==> src/rtl/nonce_checker_word_cmp.sv <==
// ============================================================================
// word_cmp : serial magnitude comparator, most-significant word first
// Revision : 1.0
// ============================================================================
`default_nettype none

module word_cmp #(
   parameter int WORD_W = 64
) (
   input  logic              clk,
   input  logic              rst_n,
   input  logic              clr,
   input  logic              en,
   input  logic [WORD_W-1:0] word,
   input  logic [WORD_W-1:0] tgt,
   output logic              eq,
   output logic              lt,
   output logic              meet
);

   logic eq_q, eq_d;
   logic lt_q, lt_d;

   // Once a word differs the outcome is decided; later words cannot change it.
   always_comb begin
      eq_d = eq_q;
      lt_d = lt_q;
      if (clr) begin
         eq_d = 1'b1;
         lt_d = 1'b0;
      end else if (en && eq_q) begin
         if (word < tgt) begin
            lt_d = 1'b1;
            eq_d = 1'b0;
         end else if (word > tgt) begin
            eq_d = 1'b0;
         end
      end
   end

   always_ff @(posedge clk or negedge rst_n) begin
      if (!rst_n) begin
         eq_q <= 1'b0;
         lt_q <= 1'b0;
      end else begin
         eq_q <= eq_d;
         lt_q <= lt_d;
      end
   end

   assign eq   = eq_q;
   assign lt   = lt_q;
   assign meet = lt_q | eq_q;

endmodule

`default_nettype wire

==> config.mk <==
export PLATFORM = sky130hd
export DESIGN_NAME = word_cmp
export DESIGN_NICKNAME = d
export VERILOG_FILES = /design/src/rtl/nonce_checker_word_cmp.sv
export SDC_FILE = /design/constraint.sdc
export NUM_CORES = 1
export LEC_CHECK = 0
export ABC_CLOCK_PERIOD_IN_PS = 1000
export BUFFER_PORTS_ARGS = -buffer_cell sky130_fd_sc_hd__buf_2
export CAP_MARGIN = 5
export CORE_ASPECT_RATIO = 1.2
export CORE_MARGIN = 1.5
export CORE_UTILIZATION = 29
export DETAILED_ROUTE_END_ITERATION = 6
export PLACE_DENSITY_LB_ADDON = 0.08
export SLEW_MARGIN = 20
export SYNTH_ARGS = -nofsm -noshare
export SYNTH_HDL_FRONTEND = slang
export SYNTH_SLANG_ARGS = --single-unit
==> constraint.sdc <==
create_clock -name clk -period 1 [get_ports clk]
set_clock_uncertainty 0.1 [all_clocks]
set_input_delay 0.05 -clock clk [delete_from_list [all_inputs] [get_ports clk]]
set_output_delay 0.05 -clock clk [all_outputs]
set_load 0.02 [all_outputs]
After elaboration in Yosys (flattened, before gate mapping)
Cells that the tools add are included.
- order comparisons: 2
- eq/ne operators: 0
- shift operators: 0
- $mul: 0
- mux-type cells: 7
- add/sub/neg operators: 0
- reduce and logical (&&, ||, !) cells: 6
- bitwise logic cells: 1
- divide/modulo/power cells: 0
- operators by type and width (kind ; number):
    64-bit greater-than comparator ; 1
    64-bit < comparator ; 1
    1-bit two-way mux ; 7
    2-bit AND reduction ; 2
    2-bit nonzero test ; 2
    3-bit nonzero test ; 1
    1-bit logical AND ; 1
    1-bit OR ; 1
- bits in writable memories: 0
- output and inout bits: 3
- memories kept: 0
- latch bits: 0
- bits of input ports: 132
- register bits: 2
- memory bits (read-only): 0

Depth between registers and ports, before layout
Gate-level depths: netlist of run 1.
- word-level depth: 5
- depth in mapped cells: 8
- mapped depth without buffers: 8

Worst setup path after synthesis of run 1
OpenSTA, ideal clock, no wires.
- kind: input-to-reg
- start: input tgt[30]
- end: register lt_q, in the netlist lt
- slack: -695 ps
- required time: 782 ps
- arrival: 1477 ps
- library setup time: 118 ps
- cell stages on the path: 8
- path through: inv_1 -> ha_1 -> nand4_2 -> nor4_4 -> a22oi_2 -> a2111oi_4 -> nor4_2 -> a21o_1
- longest elaborated chain between the ends: 3
- RTL lines (what ; RTL line ; source):
    start, declared ; 15 ; input logic [WORD_W-1:0] tgt,
    64-bit < comparator ; 32 ; if (word < tgt) begin
    2-bit nonzero test (no source line) ; -- ;
    2-bit AND reduction (no source line) ; -- ;
    end signal, assigned ; 47 ; lt_q <= lt_d;
    end, declared ; 22 ; logic lt_q, lt_d;
Every way passes these cells.
A chain may end at the register's enable or synchronous reset.

Final worst setup path of run 1
- start: input tgt[24]
- end: register lt_q, in the netlist lt
Same word-level chain as after synthesis.

==> summary.md, run 1 <==
| Metric | Value |
|---|---|
| Status | `finished, violations left` |
| Failing checks | `setup timing` |
| Ys flop type | `dfrtp_1` |
| Initial antenna violation count | `0` |
| Internal power | `973.1 uW` |
| Slew @ Worst Pin | `287.3 ps` |
| Synth cell types | `27` |
| Layout cells sized above 1 | `51.00%` |
| Crit path capture type | `flip-flop` |
| Final routed DRC violation total | `0` |
| Number of port buffers | `134` |
| Worst Path Buf+Inv | `3` |
| Share of total power in combinational logic | `about three quarters` |
| CP Launch Type | `primary input` |
| Post-synth ARST share | `100.0%` |
| Final-stage net count | `between 500 and 600` |
| Area delta synth->final | `76.19%` |
| Worst-path clk slew | `about 30 ps` |
| First-pass GRT wire length | `around 7800 microns` |
| Post-synth top area share | `45.49%` |
| R2r worst-path depth | `5` |
| CTS tree | `yes` |
| CP Cell Sequence | `buf_2, inv_2, ha_4, nand4_4, nor4_4, buf_4, nand4_1, a31oi_1, nor4_2, a21o_1` |
| WP data arrival | `1640 ps` |
| Lkg Pwr | `0.001783 uW` |
| Routed wire length | `5073 microns` |
| Sw frac | `37.71%` |
| Post-synth EDFFs | `0` |
| Avg Synthesized Cell Area | `7.245 sq um` |
| Final worst-path cycle share | `164.8%` |
| Post-DP HPWL | `around 4400 microns` |
| Number of core rows | `30` |
| Synthesized Nets | `around 440` |
| Worst Hold Class | `primary input to async pin` |
| Worst R2R Setup Slack | `-300 ps` |
| DR iter-0 viols | `24` |
| Unrepaired setup endpoints after global routing | `yes` |
| H-tree depth | `1` |
| Yosys warnings | `0` |
| Die ar. | `6549 sq um` |
| Core area | `5743 sq um` |
| Max_slew headroom | `80.70%` |
| All-layer global routing usage | `14.62%` |
| Sequential fraction of design power | `6.1%` |
| Worst-case clock buffer depth | `2` |
| Via Count | `around 2.2k` |
| Crit path max-delay family | `simple AND/OR/NAND/NOR gates` |
| RR Startpoint | `eq` |
| Setup ws final | `-648.3 ps` |
| Root Driver | `clkbuf_8` |
| Yosys reg bits | `2` |
| Register area share after synthesis | `2.843%` |
| Maximum clock rate | `606.7 MHz` |
| First-pass detailed-route iteration total | `4` |
| GR Overflow Total | `0` |
| Post-synthesis cell count | `243` |
| Die Height | `88.35 microns` |
| Max-Cap Viols | `0` |
| Net Switching | `approximately 590 uW` |
| # clock sinks | `2` |
| Slowest cell on the critical path | `nor4_4` |
| Num CTS Buffers | `3` |
| Setup CP Type | `primary input to flip-flop` |
| Diodes inserted | `0` |
| Chip Width | `74.13 microns` |
| Synth area leader | `ha_1` |
| Pwr/cell area | `503.7 nW/um^2` |
| Synthesized area | `1760 sq um` |
| Power, Total | `1562 uW` |
| R2r endpoint | `eq` |
| Setup Viol. Count Final | `4` |
| Clk Latency, worst-skew pair | `210 ps` |
| Antenna Nets Post-Route | `0` |
| Clock share of power | `approximately a fifth` |
| Post-layout min period | `1648 ps` |
| Via-to-Cell Ratio | `4.506` |
| Worst path max stage delay | `330 ps` |
| Largest net degree at the start of global routing | `4` |
| Largest cells by area after synthesis | `ha_1 (45%), inv_1 (15%), a21oi_1 (7.4%), nand2_1 (4.7%), nand4_1 (3.6%)` |
| Place WS | `-979.7 ps` |
| Maximum VDD drop | `between 0.0003 and 0.0004 V` |
| Initial Util | `between 30% and 40%` |
| Critical Path RT | `1000 ps` |
| Crit path max fanout | `2` |
| Routability-driven placement congestion ratio | `0.7155` |
| Mean routed wirelength per cell | `about 11 microns` |
| Slew Viols, Final | `0` |
| Vias in the first global route | `2,086` |
| Final hold vios | `0` |
| # IOs | `around 140` |
==> worst max-delay path by stage <==
stage | startpoint | end | slack (ps) | depth (start not counted)
floorplan | tgt[27] | lt | -650 | 8
global placement | tgt[63] | lt | -1020 | 9
detailed placement | tgt[63] | lt | -980 | 9
CTS | tgt[31] | lt | -620 | 10
global route | tgt[24] | lt | -740 | 10
finish | tgt[24] | lt | -650 | 10
==> power by group through the flow <==
stage	Sequential, uW	Clock (uW)	Combinational, uW
finish	96.0	320	1150
global route	98.0	348	1310
CTS	96.4	329	1110
detailed placement	96.0	0	955
global placement	96.4	0	946
floorplan	107	0	496
==> flip-flops by register name, indices dropped and copies added, names as in the netlist <==
name	count
eq	1
lt	1
==> synthesized netlist by cell type (2+ instances only) <==
cell type and n:
a221oi_1 2, inv_1 69, a21oi_1 26, dfrtp_1 2, nand2_1 22, nor2_1 6
nand4_2 3, nor4_2 2, nor4_1 2, nand2b_1 2, ha_1 64, o21ai_1 4
nand4_1 10, a31oi_1 2, o21ai_0 7, a21o_1 6, nand3_1 4
==> cell type report <==
cell class / instances / area [sq um]
fillers: 570 / 2641
multi-input cells: 172 / 1719
repair buffers: 154 / 914.6
inverters: 69 / 276.5
well taps: 80 / 100.1
flip-flops and latches: 2 / 50.05
clock buffers: 3 / 41.29
==> cell families (layout without fill, tap and decap cells) <==
logic type / after synthesis / after routing / synth area share (%)
AO/OA/AOI/OAI: 53 / 53 / 19.12
adder cells (fa/ha/maj): 64 / 64 / 45.49
buffers and inverters: 69 / 226 / 14.71
flip-flops: 2 / 2 / 2.843
AND/OR/NAND/NOR: 55 / 55 / 17.84
==> cells in the final DEF, fill, tap and decap left out, types with 2 or more instances in the layout <==
cell type / count
nand4_1: 10
nor2_1: 6
nand4_4: 2
inv_4: 2
nand3_1: 4
nand2_1: 21
inv_1: 54
buf_4: 18
ha_1: 48
o21ai_1: 4
dfrtp_1: 2
nor4_2: 3
buf_6: 15
buf_2: 120
clkbuf_8: 3
ha_4: 16
a31oi_1: 2
nor4_4: 2
a21oi_1: 26
nand2b_1: 2
o21ai_0: 7
inv_2: 12
a21o_1: 6
a221oi_2: 2
==> layer usage <==
layer | routed length (microns) | track usage [%] | vias to the layer above
met5 | 0 | 0 | -
met4 | 23 | 2.525 | 0
met3 | 346 | 2.278 | 4
met2 | 2794 | 29.95 | 71
met1 | 1909 | 15.29 | 938
li1 | - | - | 1150
==> timing repair <==
item / CTS / global route
hold buffers: 1 / 0
pin swaps: 17 / 7
setup buffers: 3 / 1
setup endpoints to repair: 4 / 4
gates cloned: 0 / 0
hold endpoints to repair: 2 / 0
gates resized for setup: 43 / 14
==> stage by stage <==
stage | setup TNS, ps | hold slack, ps | instances | utilization [%] | instance area, sq um
after floorplan | -1226 | -345.6 | 243 | - | 1810
after global placement | -2030 | -263.5 | 472 | 46.91 | 2694
after detailed placement | -1970 | -263.3 | 472 | 46.91 | 2694
after CTS | -1509 | 58.95 | 479 | 52.51 | 3015
after global routing | -1856 | 70.90 | 480 | 54.01 | 3102
final | -1511 | 59.32 | 480 | 54.01 | 3102
Note: power is estimated with default switching activity, not from simulation.
==> run 2, diff against run 1 <==
MAX_ROUTING_LAYER = met4   (was unset)
==> run 2 against run 1 <==
  * Via count about the same
  * The run still ends with setup timing left
  * Critical path type unchanged
  * Final cell count stayed put
  * Fmax barely moved
  * Largest power group unchanged
  * Sequential share of layout area did not move
  * Hold slack about the same
  * Sequential power about the same
  * Flip-flop and latch count did not move
  * Non-clock buffer count stayed put
==> summary.md, run 2 (synthesized netlist as in run 1, its figures left out) <==
| Metric | Value |
|---|---|
| # clock sinks | `2 (unchanged)` |
| Post-layout util | `54.01% (unchanged)` |
| Dpl cells | `472 (unchanged)` |
| Diodes inserted | `0 (unchanged)` |
| Worst-path clk slew | `30 ps (about the same)` |
| Routed wl met2 | `2798 microns (+0.14%)` |
| Largest net degree at the start of global routing | `4 (unchanged)` |
| Final hold vios | `0 (unchanged)` |
| Commonest non-fill, non-tap cell in the layout | `buf_2` |
| # IOs | `135 (unchanged)` |
| Layout cells sized above 1 | `51.00% (unchanged)` |
| Worst-case clock buffer depth | `2 (unchanged)` |
| Initial Util | `30.65% (unchanged)` |
| DR top layer | `met4` |
| All-layer global routing usage | `15.06% (+0.44 points)` |
| Vias in the first global route | `2,086 (unchanged)` |
| Worst Hold Class | `primary input to async pin` |
| Max_slew headroom | `80.70% (unchanged)` |
| Setup ws final | `-648.0 ps (+0.3310 ps)` |
| Max-Cap Viols | `0 (unchanged)` |
| Routability-driven placement congestion ratio | `0.7237 (+1.1%)` |
| Die Height | `88.35 microns (unchanged)` |
| CTS tree | `yes` |
| Post-layout min period | `1648 ps (-0.3310 ps)` |
| Num CTS Buffers | `3 (unchanged)` |
| Number of port buffers | `134 (unchanged)` |
| H-tree depth | `1 (unchanged)` |
| Slew Viols, Final | `0 (unchanged)` |
| GR Overflow Total | `0 (unchanged)` |
| Setup CP Type | `primary input to flip-flop` |
| DR iter-0 viols | `24 (unchanged)` |
| Maximum VDD drop | `0.0003804 V (+0.23%)` |
| Chip Width | `74.13 microns (unchanged)` |
| Via-to-Cell Ratio | `4.510 (about the same)` |
| Routed wire length | `5066 microns (-0.14%)` |
| Post-DP HPWL | `4352 microns (unchanged)` |
| Clk Latency, worst-skew pair | `210 ps (about the same)` |
| Final worst-path cycle share | `164.8% (about the same)` |
| Slew @ Worst Pin | `287.3 ps (unchanged)` |
| Setup Viol. Count Final | `4 (unchanged)` |
| Unrepaired setup endpoints after global routing | `yes` |
| Most frequent cells in the layout | `buf_2 (120), inv_1 (54), ha_1 (48)` |
| Slowest cell on the critical path | `nor4_4` |
| Via Count | `2,165 (+0.092%)` |
| Area delta synth->final | `76.19% (unchanged)` |
| CP Cell Sequence | `buf_2, inv_2, ha_4, nand4_4, nor4_4, buf_4, nand4_1, a31oi_1, nor4_2, a21o_1` |
| Antenna Nets Post-Route | `0 (unchanged)` |
| Final routed DRC violation total | `0 (unchanged)` |
| Number of core rows | `30 (unchanged)` |
| Wire length on met1 | `1978 microns (+3.6%)` |
| Status | `finished, violations left` |
| Initial antenna violation count | `0 (unchanged)` |
| WP data arrival | `1640 ps (about the same)` |
| Final-stage net count | `598 (unchanged)` |
| CP Launch Type | `primary input` |
| Crit path capture type | `flip-flop` |
| Lkg Pwr | `0.001783 uW (unchanged)` |
| First-pass GRT wire length | `7790 microns (unchanged)` |
| Pwr/cell area | `503.8 nW/um^2 (about the same)` |
| Failing checks | `setup timing` |
| Layout Cells excl Fill | `480 (unchanged)` |
| Met3 wire len | `266 microns (-23%)` |
| Crit path max fanout | `2 (unchanged)` |
| Die ar. | `6549 sq um (unchanged)` |
| Worst path max stage delay | `330 ps (about the same)` |
| First-pass detailed-route iteration total | `4 (unchanged)` |
| Mean routed wirelength per cell | `10.55 microns (-0.14%)` |
| Critical Path RT | `1000 ps (about the same)` |
| Core area | `5743 sq um (unchanged)` |
| Root Driver | `clkbuf_8` |
| Maximum clock rate | `606.8 MHz (about the same)` |
run 2: cell counts in the layout (fill, tap and decap cells not counted):
No cell type changed its count.
run 2: worst max-delay path, delay by kind of cell:
kind	cells	cell delay (ps)
buffers and inverters	3	290
adders and majority gates	1	260
AOI/OAI and AO/OA	2	400
and+or+nand+nor	4	640
run 2: what timing repair did:
action / 4_1_cts / 5_1_grt
gates cloned: 0 / 0
endpoints found under the hold margin: 2 / 0
resized for setup: 43 / 14
buffers inserted: 3 / 1
pin swaps: 17 / 7
setup endpoints to repair: 4 / 4
hold buffers: 1 / 0
run 2: through the flow:
stage | power [uW] | hold WS (ps) | area [sq um] | worst slack (ps) | TNS, ps
2_1_floorplan | 602.7 | -345.6 | 1810 | -650.8 | -1226
3_3_place_gp | 1042 | -263.5 | 2694 | -1018 | -2030
3_5_place_dp | 1051 | -263.3 | 2694 | -979.7 | -1970
4_1_cts | 1531 | 58.95 | 3015 | -617.5 | -1509
5_1_grt | 1753 | 70.90 | 3102 | -743.4 | -1856
6_report | 1563 | 59.31 | 3102 | -648.0 | -1510
run 2: cell type report:
cell class	count	area [sq um]
flip-flops and latches	2	50.05
clock buffers	3	41.29
repair buffers	154	914.6
inverters	69	276.5
multi-input cells	172	1719
well taps	80	100.1
fillers	570	2641
run 2: power breakdown:
group	internal (uW)	switching [uW]	leakage, uW	total, uW
Sequential	89.9	6.16	0.0000245	96.0
Clock	255	65.3	0.0000216	320
Combinational	629	518	0.00174	1150
run 2: path summary, 6_finish.rpt:
| path | start | endpoint | slack (ps) | depth (start not counted) |
|---|---|---|---|---|
| hold / removal | rst_n | eq | 60 | 2 |
| setup / recovery | tgt[24] | lt | -650 | 10 |
| min in group clk | clr | eq | 100 | 4 |
| max in group asynchronous | rst_n | lt | 650 | 2 |
| hold reg to reg | lt | lt | 410 | 1 |
| setup reg to reg | eq | eq | -300 | 5 |
run 2: per-layer routing:
layer  vias up  GRT usage [%]
li1       1150              -
met1       940          15.96
met2        71          29.95
met3         4          1.139
met4         0          2.525
met5         -              -
